$ cat config.mk
export PLATFORM = sky130hd
export DESIGN_NAME = rr_mux8_arbiter
export DESIGN_NICKNAME = d
export VERILOG_FILES = /design/src/rtl/rr_mux8_arbiter.sv
export SDC_FILE = /design/constraint.sdc
export NUM_CORES = 1
export LEC_CHECK = 0
export CELL_PAD_IN_SITES_DETAIL_PLACEMENT = 1
export CELL_PAD_IN_SITES_GLOBAL_PLACEMENT = 1
export CORE_ASPECT_RATIO = 1.75
export CORE_UTILIZATION = 45
export CTS_CLUSTER_DIAMETER = 30
export CTS_CLUSTER_SIZE = 16
export DETAILED_ROUTE_END_ITERATION = 8
export DONT_BUFFER_PORTS = 1
export GPL_ROUTABILITY_DRIVEN = 0
export PLACE_DENSITY = 0.8
export SETUP_SLACK_MARGIN = 0.2
export SYNTH_ARGS = -nofsm -noshare
export SYNTH_HDL_FRONTEND = slang
export SYNTH_SLANG_ARGS = --single-unit
$ cat constraint.sdc
create_clock -name clk -period 4.9 [get_ports clk]
set_clock_uncertainty 0.15 [all_clocks]
set_input_delay 1.47 -clock clk [delete_from_list [all_inputs] [get_ports clk]]
set_output_delay 1.47 -clock clk [all_outputs]
set_load 0.02 [all_outputs]
$ cat src/rtl/rr_mux8_arbiter.sv
// Round-robin arbiter driving the select of a shared 8:1 single-bit mux.
// Optional hold limit: define PRIORITY_FAIRNESS_EN to force release after MAX_HOLD cycles.
module rr_mux8_arbiter #(
    parameter int MAX_HOLD  = 4,
    parameter int RESET_PTR = 0
) (
    input  logic       clk,
    input  logic       rst_n,
    input  logic [7:0] req,
    input  logic [7:0] I,
    output logic [7:0] gnt,
    output logic       gnt_valid,
    output logic [2:0] S,
    output logic       Y
);

    if (MAX_HOLD < 1 || MAX_HOLD > 255) begin : g_bad_max_hold
        $error("rr_mux8_arbiter: MAX_HOLD must be 1..255");
    end
    if (RESET_PTR < 0 || RESET_PTR > 7) begin : g_bad_reset_ptr
        $error("rr_mux8_arbiter: RESET_PTR must be 0..7");
    end

    typedef enum logic {IDLE, OWN} state_t;

    state_t     state, state_n;
    logic [2:0] ptr, ptr_n;
    logic [2:0] s_n;
    logic [7:0] gnt_n;
    logic       valid_n;
    logic [2:0] win;
    logic       found;
    logic       take;

`ifdef PRIORITY_FAIRNESS_EN
    localparam logic [7:0] MAX_HOLD_C = 8'(MAX_HOLD);
    logic [7:0] hcnt, hcnt_n;
`endif

    // First requester at or after ptr, wrapping 7 -> 0.
    always_comb begin
        win   = ptr;
        found = 1'b0;
        for (int i = 0; i < 8; i++) begin
            if (!found && req[3'(ptr + 3'(i))]) begin
                win   = 3'(ptr + 3'(i));
                found = 1'b1;
            end
        end
    end

    always_comb begin
        // NOTE: every output of this block gets a default first so no latch is inferred.
        state_n = state;
        ptr_n   = ptr;
        s_n     = S;
        gnt_n   = gnt;
        valid_n = gnt_valid;
        take    = 1'b0;
`ifdef PRIORITY_FAIRNESS_EN
        hcnt_n  = hcnt;
`endif
        case (state)
            IDLE: take = |req;
            OWN: begin
                if (!req[S]) begin
                    if (|req) begin
                        take = 1'b1;
                    end else begin
                        state_n = IDLE;
                        s_n     = 3'd0;
                        gnt_n   = 8'd0;
                        valid_n = 1'b0;
                    end
                end else begin
`ifdef PRIORITY_FAIRNESS_EN
                    // At the limit, yield only if someone else is actually waiting.
                    if (hcnt == MAX_HOLD_C) begin
                        if (|(req & ~gnt)) take = 1'b1;
                        else               hcnt_n = 8'd1;
                    end else if (hcnt != 8'hFF) begin
                        hcnt_n = hcnt + 8'd1;
                    end
`endif
                end
            end
            default: state_n = IDLE;
        endcase

        if (take) begin
            state_n = OWN;
            s_n     = win;
            gnt_n   = 8'b1 << win;
            valid_n = 1'b1;
            ptr_n   = win + 3'd1;
`ifdef PRIORITY_FAIRNESS_EN
            hcnt_n  = 8'd1;
`endif
        end
    end

    // NOTE: sequential state uses non-blocking assignments so all flops update together.
    always_ff @(posedge clk or negedge rst_n) begin
        if (!rst_n) begin
            state     <= IDLE;
            ptr       <= 3'(RESET_PTR);
            S         <= 3'd0;
            gnt       <= 8'd0;
            gnt_valid <= 1'b0;
`ifdef PRIORITY_FAIRNESS_EN
            hcnt      <= 8'd0;
`endif
        end else begin
            state     <= state_n;
            ptr       <= ptr_n;
            S         <= s_n;
            gnt       <= gnt_n;
            gnt_valid <= valid_n;
`ifdef PRIORITY_FAIRNESS_EN
            hcnt      <= hcnt_n;
`endif
        end
    end

    assign Y = gnt_valid & I[S];

endmodule

==> impl_metrics.toml <==
[status]
outcome = "finished clean"

[min_path]
hold_start = "gnt_valid"
hold_end = "gnt_valid"
worst_hold_path.num_cells = 2
holdCritPathClass = "reg2reg"

[grt]
grt_pass1_wl_um = 9270
grt_pass1_vias = 1925
track_usage = 0.270
grt-ovfl-total = 0
grt_max_degree = 17
antenna_found_initial = 0

[floorplan]
core_um2 = 4150
fp.dieH_um = 89.2
start_util = 0.472
io_pins = 31
die_w_um = 51.9
placementRows = 31
die-area_um2 = 4630

[clock_tree]
clock_latency_ns = 0.25
cts_num_sinks = 16
root_buffer = "clkbuf_8"
ctsHtreeMaxLevel = 1
hold_buffers = 0
clock_path_buffers = 2
numCtsBuffers = 3
cts.clk_slew.worst_paths_ns = 0.06
cts_tree = "done"
cts.repair.resized = 0
post_cts_buffers = 0

[synth]
synth_cells = 203
netlist.area_leader.share = 0.205
syn-num-nets = 228
ys_seq_area_frac = 0.205
ys_top_cells_by_area = "dfrtp_1 (20%), mux4_2 (18%), mux2_2 (7.5%)"
synth_largest_area_cell = "dfrtp_1"
netlist_area_um2 = 1960
yosysMostFrequentCell = "nand2_1"
synth_seq_cells = 16
syn_avg_cell_area_um2 = 9.64
ys_warn_count = 0
synth.top_cells.by_count = "nand2_1 (21), dfrtp_1 (16), mux4_2 (16), mux2_2 (13), nor2_1 (12)"
async_flop_share = 1.00
synthFlopType = "dfrtp_1"
synth_edf_count = 0
post_synth_num_cell_types = 51

[sta]
layout_min_cycle_time_ns = 4.32
worst_pin_slew_ns = 0.646
hold_viol_final = 0
setup_violations = 0
relSlewSlack = 0.569
rsz0062_at_grt = "no"
max_clock_freq_ghz = 0.232
tns_ns = 0
period_share = 0.881
slew_viol_final = 0

[finish]
fin_nets = 226
area_delta_synth_final_pct = 4.86
final_layout_size_suffix_gt1_frac = 0.225
insertedDiodeCount = 0

[critical_path]
rr_endpoint = "ptr[2]"
cp_max_fo = 9
crit_required_ns = 4.90
critical_path_class = "in2reg"
worstPathArrival_ns = 4.31
r2r-start = "ptr[0]"
startpoint_type = "primary input"
cp-end-kind = "register"
r2r_slack_ns = 0.81
r2r_cells = 13

[drt]
drc = 0
dr_total_vias = 1710
top_layer_used = "met4"
drtPass1Iterations = 4
wl_per_cell_um = 22.6
via_per_inst = 6.87
wirelength_um = 5630
ant_nets = 0
wl_met3_um = 114
wl_met1_um = 2040
wl_met2_um = 3250
first_iter_violations = 56

[placed_design]
io_buffer_count = 0
dp_hpwl_um = 4430

[flow_run]
maxCapViolations = 0
-- metrics by stage --
step | utilization | area, µm² | worst slack (ns) | hold slack, ns | std cells
after floorplan | - | 1960 | 0.540 | 0.453 | 203
after global placement | 0.481 | 2000 | 0.443 | 0.471 | 245
after detailed placement | 0.481 | 2000 | 0.361 | 0.494 | 245
after CTS | 0.494 | 2050 | 0.601 | 0.505 | 249
after global routing | 0.494 | 2050 | 0.467 | 0.532 | 249
final | 0.494 | 2050 | 0.584 | 0.496 | 249
-- layout by cell type (no fill, tap or decap), drive strengths merged, types with 4 or more instances in the layout --
master / instances
a21o: 5
a31oi: 8
and2: 4
and3: 4
buf: 5
clkbuf: 4
dfrtp: 16
ha: 7
inv: 7
mux2: 13
mux2i: 10
mux4: 16
nand2: 21
nand3: 8
nor2: 12
nor2b: 4
nor4: 4
o21ai: 7
o31ai: 8
xnor2: 4
-- state kept, by name, summed over array words and instances, names as in the netlist --
register,cells
ptr,3
gnt_valid,1
S,3
gnt,8
state,1
-- worst max path at each step --
| stage | start | to | slack (ns) | cells past startpoint |
|---|---|---|---|---|
| 3_5_place_dp | req[6] | ptr[2] | 0.36 | 11 |
| 5_1_grt | req[2] | gnt[1] | 0.47 | 11 |
| 2_1_floorplan | req[6] | ptr[2] | 0.54 | 12 |
| 6_report | req[2] | ptr[2] | 0.58 | 11 |
| 4_1_cts | req[6] | ptr[2] | 0.60 | 11 |
| 3_3_place_gp | req[2] | ptr[2] | 0.44 | 11 |
-- layout make-up --
cell class / count / area (µm²)
multi-input cells: 167 / 1470
inverters: 8 / 30.0
clock buffers: 4 / 55.1
well taps: 49 / 61.3
repair buffers: 5 / 37.5
flip-flops and latches: 16 / 400
fillers: 460 / 2100
-- metal layers --
layer  track usage  vias to the layer above
met5             0                        -
met4         0.130                        0
met3        0.0153                       18
met2         0.535                       40
met1         0.272                      877
li1              -                      775
-- worst max-delay path, cell delays in order --
cell	delay [ns]
mux2_2	0.29
mux4_2	0.52
o32a_4	0.41
nor3_4	0.35
o2bb2ai_2	0.21
xnor2_1	0.26
inv_1	0.12
ha_1	0.25
ha_1	0.28
nand2_1	0.08
nand2_1	0.06
-- logic make-up after synthesis --
family / share of synthesized area
flops: 0.205
compound gates: 0.182
mux: 0.310
fa+ha+maj: 0.0448
xor+xnor: 0.0224
buf+inv: 0.0454
simple gates: 0.191
Power is not shown: default switching activity piles up to over one toggle a cycle in this logic, so the estimate is an artifact.
